**src/rtl/cpu_control_if.sv**
```systemverilog
// Bus bundle between cpu_control and its environment.
//   Fetch side    : instr, instrValid (to CPU), instrReady, pc (from CPU)
//   Register file : dataA, dataB (to CPU), DataInRegg, Write,
//                   DAddress, AAddress, BAddress (from CPU)
// master = CPU side, slave = program memory / register file side.
interface cpu_control_if #(
    parameter int unsigned size = 8
);
    logic [size-1:0] instr;
    logic            instrValid;
    logic            instrReady;
    logic [size-1:0] pc;
    logic [size-1:0] dataA;
    logic [size-1:0] dataB;
    logic [size-1:0] DataInRegg;
    logic            Write;
    logic [1:0]      DAddress;
    logic [1:0]      AAddress;
    logic [1:0]      BAddress;

    modport master (
        input  instr, instrValid, dataA, dataB,
        output instrReady, pc, DataInRegg, Write, DAddress, AAddress, BAddress
    );

    modport slave (
        output instr, instrValid, dataA, dataB,
        input  instrReady, pc, DataInRegg, Write, DAddress, AAddress, BAddress
    );
endinterface

```
**src/rtl/cpu_control.sv**
```systemverilog
// Tiny byte-oriented CPU controller: fetches instruction/immediate bytes,
// executes one ALU op against an external 4-entry register file and writes
// the result back with a single-cycle Write pulse.
// Ports:
//   clk, rst_n  : clock, synchronous active-low reset
//   bus         : cpu_control_if.master (fetch handshake + register file)
//   zeroFlag    : last flag-updating result was zero
//   carryFlag   : carry / borrow / shifted-out bit of last flag-updating op
//   halted      : HALT executed; only reset leaves this state
module cpu_control #(
    parameter int unsigned size = 8
) (
    input  logic          clk,
    input  logic          rst_n,
    cpu_control_if.master bus,
    output logic          zeroFlag,
    output logic          carryFlag,
    output logic          halted
);

    localparam int unsigned OP_W = 4;

    localparam logic [OP_W-1:0] OP_MOV  = 4'h1;
    localparam logic [OP_W-1:0] OP_ADD  = 4'h2;
    localparam logic [OP_W-1:0] OP_SUB  = 4'h3;
    localparam logic [OP_W-1:0] OP_AND  = 4'h4;
    localparam logic [OP_W-1:0] OP_OR   = 4'h5;
    localparam logic [OP_W-1:0] OP_XOR  = 4'h6;
    localparam logic [OP_W-1:0] OP_NOT  = 4'h7;
    localparam logic [OP_W-1:0] OP_LDI  = 4'h8;
    localparam logic [OP_W-1:0] OP_SHL  = 4'h9;
    localparam logic [OP_W-1:0] OP_HALT = 4'hF;

    typedef enum logic [2:0] {
        S_FETCH,
        S_IMM,
        S_EXEC,
        S_WRITE,
        S_HALT
    } state_e;

    state_e          state_q,      state_d;
    logic [size-1:0] pc_q,         pc_d;
    logic [size-1:0] instr_q,      instr_d;
    logic [size-1:0] data_q,       data_d;
    logic            zero_q,       zero_d;
    logic            carry_q,      carry_d;
    logic            carry_pend_q, carry_pend_d;
    logic            halted_q,     halted_d;
    logic            ready_q,      ready_d;
    logic            write_q,      write_d;

    logic [OP_W-1:0] op;
    logic [size-1:0] alu_res;
    logic            alu_carry;
    logic [size:0]   sum_wide;
    logic            xfer;
    logic            op_writes;
    logic            op_flags;

    assign op   = instr_q[7:4];
    assign xfer = ready_q & bus.instrValid;

    // Opcode classes: which ops write back, which of those touch the flags
    always_comb begin
        op_writes = 1'b0;
        op_flags  = 1'b0;
        case (op)
            OP_MOV:                 op_writes = 1'b1;
            OP_ADD, OP_SUB, OP_AND, OP_OR,
            OP_XOR, OP_NOT, OP_SHL: begin
                op_writes = 1'b1;
                op_flags  = 1'b1;
            end
            default: ;
        endcase
    end

    // ALU on the combinational register-file read data
    always_comb begin
        alu_res   = '0;
        alu_carry = 1'b0;
        sum_wide  = {1'b0, bus.dataA} + {1'b0, bus.dataB};
        case (op)
            OP_MOV: alu_res = bus.dataB;
            OP_ADD: begin
                alu_res   = sum_wide[size-1:0];
                alu_carry = sum_wide[size];
            end
            OP_SUB: begin
                alu_res   = bus.dataA - bus.dataB;
                alu_carry = (bus.dataA < bus.dataB);
            end
            OP_AND: alu_res = bus.dataA & bus.dataB;
            OP_OR:  alu_res = bus.dataA | bus.dataB;
            OP_XOR: alu_res = bus.dataA ^ bus.dataB;
            OP_NOT: alu_res = ~bus.dataB;
            OP_SHL: begin
                alu_res   = {bus.dataB[size-2:0], 1'b0};
                alu_carry = bus.dataB[size-1];
            end
            default: ;
        endcase
    end

    // Next-state and next-output logic
    always_comb begin
        state_d      = state_q;
        pc_d         = pc_q;
        instr_d      = instr_q;
        data_d       = data_q;
        zero_d       = zero_q;
        carry_d      = carry_q;
        carry_pend_d = carry_pend_q;

        case (state_q)
            S_FETCH: begin
                if (xfer) begin
                    instr_d = bus.instr;
                    pc_d    = pc_q + size'(1);
                    state_d = (bus.instr[7:4] == OP_LDI) ? S_IMM : S_EXEC;
                end
            end
            S_IMM: begin
                if (xfer) begin
                    data_d  = bus.instr;
                    pc_d    = pc_q + size'(1);
                    state_d = S_WRITE;
                end
            end
            S_EXEC: begin
                data_d       = alu_res;
                carry_pend_d = alu_carry;
                if (op_writes) begin
                    state_d = S_WRITE;
                end else if (op == OP_HALT) begin
                    state_d = S_HALT;
                end else begin
                    state_d = S_FETCH;
                end
            end
            S_WRITE: begin
                // Flags commit together with the register-file write
                if (op_flags) begin
                    zero_d  = (data_q == '0);
                    carry_d = carry_pend_q;
                end
                state_d = S_FETCH;
            end
            S_HALT:  state_d = S_HALT;
            default: state_d = S_FETCH;
        endcase

        // Handshake/strobe outputs are registered, so derive them from the next state
        ready_d  = (state_d == S_FETCH) || (state_d == S_IMM);
        write_d  = (state_d == S_WRITE);
        halted_d = (state_d == S_HALT);
    end

    always_ff @(posedge clk) begin
        if (!rst_n) begin
            state_q      <= S_FETCH;
            pc_q         <= '0;
            instr_q      <= '0;
            data_q       <= '0;
            zero_q       <= 1'b0;
            carry_q      <= 1'b0;
            carry_pend_q <= 1'b0;
            halted_q     <= 1'b0;
            ready_q      <= 1'b0;
            write_q      <= 1'b0;
        end else begin
            state_q      <= state_d;
            pc_q         <= pc_d;
            instr_q      <= instr_d;
            data_q       <= data_d;
            zero_q       <= zero_d;
            carry_q      <= carry_d;
            carry_pend_q <= carry_pend_d;
            halted_q     <= halted_d;
            ready_q      <= ready_d;
            write_q      <= write_d;
        end
    end

    // Reset asserted during WRITE must stop the register file from capturing
    // on the reset edge itself, so the strobe is qualified by rst_n.
    assign bus.Write      = write_q & rst_n;
    assign bus.instrReady = ready_q;
    assign bus.pc         = pc_q;
    assign bus.DataInRegg = data_q;
    assign bus.DAddress   = instr_q[3:2];
    assign bus.AAddress   = instr_q[3:2];
    assign bus.BAddress   = instr_q[1:0];
    assign zeroFlag       = zero_q;
    assign carryFlag      = carry_q;
    assign halted         = halted_q;

endmodule

```
**src/flat_wrapper.sv**
```systemverilog
// flat-port wrapper written by rule: the top's interface ports become plain ports
module cpu_control_flat 
#(
    parameter int unsigned size = 8
)
  (clk, rst_n, zeroFlag, carryFlag, halted, bus_instr, bus_instrValid, bus_dataA, bus_dataB, bus_instrReady, bus_pc, bus_DataInRegg, bus_Write, bus_DAddress, bus_AAddress, bus_BAddress);
  cpu_control_if #(.size(size)) bus_i ();
  input  logic clk;
  input  logic rst_n;
  output logic zeroFlag;
  output logic carryFlag;
  output logic halted;
  input wire logic [$bits(bus_i.instr)-1:0] bus_instr;
  input wire logic [$bits(bus_i.instrValid)-1:0] bus_instrValid;
  input wire logic [$bits(bus_i.dataA)-1:0] bus_dataA;
  input wire logic [$bits(bus_i.dataB)-1:0] bus_dataB;
  output wire logic [$bits(bus_i.instrReady)-1:0] bus_instrReady;
  output wire logic [$bits(bus_i.pc)-1:0] bus_pc;
  output wire logic [$bits(bus_i.DataInRegg)-1:0] bus_DataInRegg;
  output wire logic [$bits(bus_i.Write)-1:0] bus_Write;
  output wire logic [$bits(bus_i.DAddress)-1:0] bus_DAddress;
  output wire logic [$bits(bus_i.AAddress)-1:0] bus_AAddress;
  output wire logic [$bits(bus_i.BAddress)-1:0] bus_BAddress;
  assign bus_i.instr = bus_instr;
  assign bus_i.instrValid = bus_instrValid;
  assign bus_i.dataA = bus_dataA;
  assign bus_i.dataB = bus_dataB;
  assign bus_instrReady = bus_i.instrReady;
  assign bus_pc = bus_i.pc;
  assign bus_DataInRegg = bus_i.DataInRegg;
  assign bus_Write = bus_i.Write;
  assign bus_DAddress = bus_i.DAddress;
  assign bus_AAddress = bus_i.AAddress;
  assign bus_BAddress = bus_i.BAddress;
  cpu_control #(.size(size)) u_core (.clk(clk), .rst_n(rst_n), .bus(bus_i), .zeroFlag(zeroFlag), .carryFlag(carryFlag), .halted(halted));
endmodule
```
**config.mk**
```make
export PLATFORM = sky130hd
export DESIGN_NAME = cpu_control_flat
export DESIGN_NICKNAME = d
export VERILOG_FILES = /design/src/rtl/cpu_control_if.sv /design/src/rtl/cpu_control.sv /design/src/flat_wrapper.sv
export SDC_FILE = /design/constraint.sdc
export NUM_CORES = 1
export LEC_CHECK = 0
export ABC_AREA = 1
export CORE_MARGIN = 2
export CORE_UTILIZATION = 45
export CTS_BUF_LIST = sky130_fd_sc_hd__clkbuf_8 sky130_fd_sc_hd__clkbuf_16
export CTS_CLUSTER_SIZE = 10
export DETAILED_ROUTE_END_ITERATION = 10
export HOLD_SLACK_MARGIN = 0.15
export PLACE_DENSITY = 0.69
export SYNTH_ARGS = -nofsm -noshare
export SYNTH_HDL_FRONTEND = slang
export SYNTH_SLANG_ARGS = --single-unit
```
**constraint.sdc**
```tcl
create_clock -name clk -period 1.95 [get_ports clk]
set_input_delay 0.2925 -clock clk [delete_from_list [all_inputs] [get_ports clk]]
set_output_delay 0.2925 -clock clk [all_outputs]
set_load 0.005 [all_outputs]
```
==> load_flow_metrics.sql <==
INSERT INTO impl_metrics (metric_group, metric, value, unit) VALUES
('die', 'die_w', '82.6', 'um'),
('timing', 'timing.max_slew.rel_slack', '0.717', ''),
('global_route', 'vias_in_the_first_global_route', '2791', ''),
('synth', 'syn_area', '2780', 'um2'),
('die', 'floorplan.rows', '28', ''),
('global_route', 'gr-total-overflow', '0', ''),
('synth', 'synth_seq_area_share', '0.238', ''),
('clocking', 'cts_made_buffers', '5', ''),
('clocking', 'cts.clk_slew.worst_paths', '0.06', 'ns'),
('global_route', 'global_route_layer_with_the_greatest_usage', 'met2', ''),
('synth', 'yosysWarningCount', '0', ''),
('synth', 'avgSynthCellArea', '6.51', 'um2'),
('clocking', 'tritoncts_num_sinks', '33', ''),
('worst_setup_path', 'crit_path_end_kind', 'flop', ''),
('timing', 'layout_min_cycle_time', '1.89', 'ns'),
('worst_setup_path', 'critical_path_peak_fanout', '3', ''),
('clocking', 'cts_hold_buffers', '0', ''),
('place', 'gp_congestion', '0.913', ''),
('synth', 'synth_flop_cell', 'sky130_fd_sc_hd__dfxtp_1', ''),
('global_route', 'groute.usage.overall', '0.255', ''),
('timing', 'max_slew.worst_pin.slew', '0.424', 'ns'),
('worst_setup_path', 'worst-endpoint-required', '2.11', 'ns'),
('route', 'avgRoutedWirePerCell', '14.2', 'um'),
('synth', 'synthCells', '427', ''),
('route', 'ant_nets', '0', ''),
('clocking', 'clock_insertion_delay_worst_skew', '0.28', 'ns'),
('route', 'vias_per_cell', '5.32', ''),
('synth', 'synth-edff-count', '0', ''),
('timing', 'final_hold_viol_count', '0', ''),
('worst_setup_path', 'worst-endpoint-arrival', '2.05', 'ns'),
('place', 'numPortBuffers', '53', ''),
('global_route', 'antenna_found_initial', '0', ''),
('die', 'core_area', '5960', 'um2'),
('pwr', 'p_leak', '1.76', 'nW'),
('timing', 'finalSetupViolCount', '0', ''),
('final_layout', 'instances_no_fill', '593', ''),
('run', 'drv.max_cap_violation_count', '0', ''),
('pwr', 'ir_worst_vdd', '0.474', 'mV'),
('timing', 'unrepaired_setup_endpoints_after_global_routing', 'false', ''),
('final_layout', 'final_layout_size_suffix_gt1_frac', '0.189', ''),
('timing', 'final_min_period_over_clock_period', '0.968', ''),
('global_route', 'met2_usage', '0.401', ''),
('final_layout', 'n_antenna_cell', '0', ''),
('route', 'drt_pre_antenna_iters', '7', ''),
('clocking', 'tritoncts_clock_tree', 'built', ''),
('global_route', 'global_route.usage.met3', '0.0424', ''),
('worst_setup_path', 'critical_path_class', 'in -> reg', ''),
('synth', 'synth_nets', '481', ''),
('synth', 'netlist_top_cells_count', '84 x sky130_fd_sc_hd__nand2_1, 50 x sky130_fd_sc_hd__nor2_1, 49 x sky130_fd_sc_hd__inv_1', ''),
('timing', 'clock_skew', '0.00864', 'ns'),
('timing', 'final_max_slew_viol_count', '0', ''),
('synth', 'cell_taking_the_most_area_after_synthesis', 'sky130_fd_sc_hd__dfxtp_1', ''),
('global_route', 'grt.met1_usage', '0.372', ''),
('final_layout', 'syn2layout_area_growth', '38.1', '%'),
('die', 'floorplan.io_pins', '54', ''),
('synth', 'synth_most_common_cell', 'sky130_fd_sc_hd__nand2_1', ''),
('die', 'initial_cell_density_of_the_core', '0.467', ''),
('synth', 'synth.area.top_cells', 'sky130_fd_sc_hd__dfxtp_1 24%, sky130_fd_sc_hd__nand2_1 11%, sky130_fd_sc_hd__ha_1 11%, sky130_fd_sc_hd__o21ai_0 7.4%, sky130_fd_sc_hd__nor2_1 6.8%', ''),
('global_route', 'grt_max_degree', '27', ''),
('synth', 'synth_top_area_frac', '0.238', ''),
('synth', 'asyncSetResetFlopFracSynth', '0', ''),
('timing', 'hold_slack', '0.461', 'ns'),
('global_route', 'wire_length_of_the_first_global_routing_pass', '13200', 'um'),
('route', 'totalWireLength', '8420', 'um'),
('route', 'drt_first_iter_violations', '277', ''),
('final_layout', 'num-nets-final', '571', ''),
('synth', 'ys_ff_latch', '33', ''),
('pwr', 'finalPower', '0.00213', 'W'),
('route', 'drc', '0', ''),
('timing', 'max_clock_freq', '530', 'MHz'),
('clocking', 'cts_root_buffer', 'sky130_fd_sc_hd__clkbuf_8', ''),
('clocking', 'cts_max_path_buffers', '2', ''),
('synth', 'synth_cell_types', '40', ''),
('worst_setup_path', 'reg2reg_setup_slack', '0.32', 'ns'),
('worst_hold_path', 'timing.hold.worst.class', 'reg -> reg', ''),
('place', 'dp_hpwl', '6630', 'um'),
('run_status', 'outcome', 'finished clean', ''),
('route', 'num_vias', '3156', ''),
('pwr', 'power.density', '556', 'nW/um2'),
('die', 'die-height', '82.6', 'um'),
('place', 'post-place-cells', '585', ''),
('die', 'die_area', '6820', 'um2'),
('clocking', 'htreeDepth', '2', ''),
('worst_setup_path', 'startpoint_type', 'input pin', '');
## per-stage QoR
stage / instance area [um2] / setup WS (ns) / setup TNS (ns) / utilization
after CTS: 3760 / 0.0142 / 0 / 0.632
after global routing: 3840 / 0.000185 / 0 / 0.645
after detailed placement: 3640 / -0.317 / -1.98 / 0.612
after floorplan: 2780 / 0.310 / 0 / -
final: 3840 / 0.0630 / 0 / 0.645
after global placement: 3640 / -0.309 / -1.76 / 0.612
## path summary, 6_finish.rpt
check	start	endpoint	depth (start not counted)
worst max-delay path	bus_dataB[1]	u_core.bus.DataInRegg[2]	10
worst min-delay path	u_core.bus.pc[7]	u_core.bus.pc[7]	1
worst max register to register	u_core.instr_q[4]	u_core.carry_pend_q	7
worst min register to register	u_core.bus.pc[7]	u_core.bus.pc[7]	1
## sequential cells by signal, summed over array words and instances, names as in the netlist, 3 cells and up
signal and cells:
u_core.bus.pc 8, u_core.instr_q 8, u_core.bus.DataInRegg 8, u_core.state_q 3
## what timing repair did
action / CTS / global route
setup endpoints to repair: 3 / 7
gates cloned: 0 / 0
resized for setup: 3 / 22
pin swaps: 0 / 8
setup buffers: 0 / 0
## cell families (layout without fill, tap and decap cells)
logic type | after synthesis | in the layout | share of synthesized area
DFF | 33 | 33 | 0.238
adders and majority gates | 27 | 27 | 0.127
buffers and inverters | 76 | 167 | 0.117
AOI/OAI and AO/OA | 84 | 84 | 0.162
and+or+nand+nor | 206 | 206 | 0.354
xor gates and xnor gates | 1 | 1 | 0.00315
## cell type report
type                    instances  area, um2
fillers                       567       2120
multi-input cells             318       1860
repair buffers                 97        871
flip-flops and latches         33        661
inverters                      62        233
well taps                      75       93.8
clock buffers                   6       82.6
clock inverters                 2       33.8
## placed cells by master, fill, tap and decap left out, types with 3 or more instances in the layout
| cell type | count |
|---|---|
| sky130_fd_sc_hd__ha_1 | 18 |
| sky130_fd_sc_hd__inv_2 | 17 |
| sky130_fd_sc_hd__o21ai_1 | 3 |
| sky130_fd_sc_hd__nor4_1 | 3 |
| sky130_fd_sc_hd__dlymetal6s2s_1 | 4 |
| sky130_fd_sc_hd__nand3_1 | 33 |
| sky130_fd_sc_hd__nand4_1 | 8 |
| sky130_fd_sc_hd__nor2_2 | 3 |
| sky130_fd_sc_hd__a21oi_1 | 24 |
| sky130_fd_sc_hd__nand2_1 | 84 |
| sky130_fd_sc_hd__buf_4 | 44 |
| sky130_fd_sc_hd__o21ai_0 | 40 |
| sky130_fd_sc_hd__clkbuf_8 | 6 |
| sky130_fd_sc_hd__ha_2 | 4 |
| sky130_fd_sc_hd__o211ai_1 | 3 |
| sky130_fd_sc_hd__nor2_1 | 50 |
| sky130_fd_sc_hd__inv_1 | 46 |
| sky130_fd_sc_hd__a21oi_2 | 4 |
| sky130_fd_sc_hd__o22ai_1 | 6 |
| sky130_fd_sc_hd__ha_4 | 3 |
| sky130_fd_sc_hd__nand3b_1 | 3 |
| sky130_fd_sc_hd__dfxtp_1 | 33 |
| sky130_fd_sc_hd__clkdlybuf4s50_1 | 49 |
## critical path, cell delays in order
cell	delay, ns
sky130_fd_sc_hd__clkdlybuf4s50_1	0.43
sky130_fd_sc_hd__buf_4	0.16
sky130_fd_sc_hd__fa_2	0.39
sky130_fd_sc_hd__or2_2	0.31
sky130_fd_sc_hd__nand3_1	0.08
sky130_fd_sc_hd__o21ai_0	0.09
sky130_fd_sc_hd__nor2_1	0.09
sky130_fd_sc_hd__nand2_1	0.09
sky130_fd_sc_hd__nand2_1	0.07
sky130_fd_sc_hd__a21oi_1	0.06
## per-layer routing
layer / part of all wire / up-vias / wire length [um]
li1: - / 1580 / -
met1: 0.48 / 1445 / 4020
met2: 0.44 / 125 / 3730
met3: 0.073 / 6 / 614
met4: 0.0071 / 0 / 60
met5: 0 / - / 0
## power by group
group	switching [W]	total, W	internal, W
combinational	0.000380	0.000711	0.000331
sequential	0.0000438	0.000760	0.000717
clock	0.000251	0.000663	0.000411
Note: power is estimated with default switching activity, not from simulation.
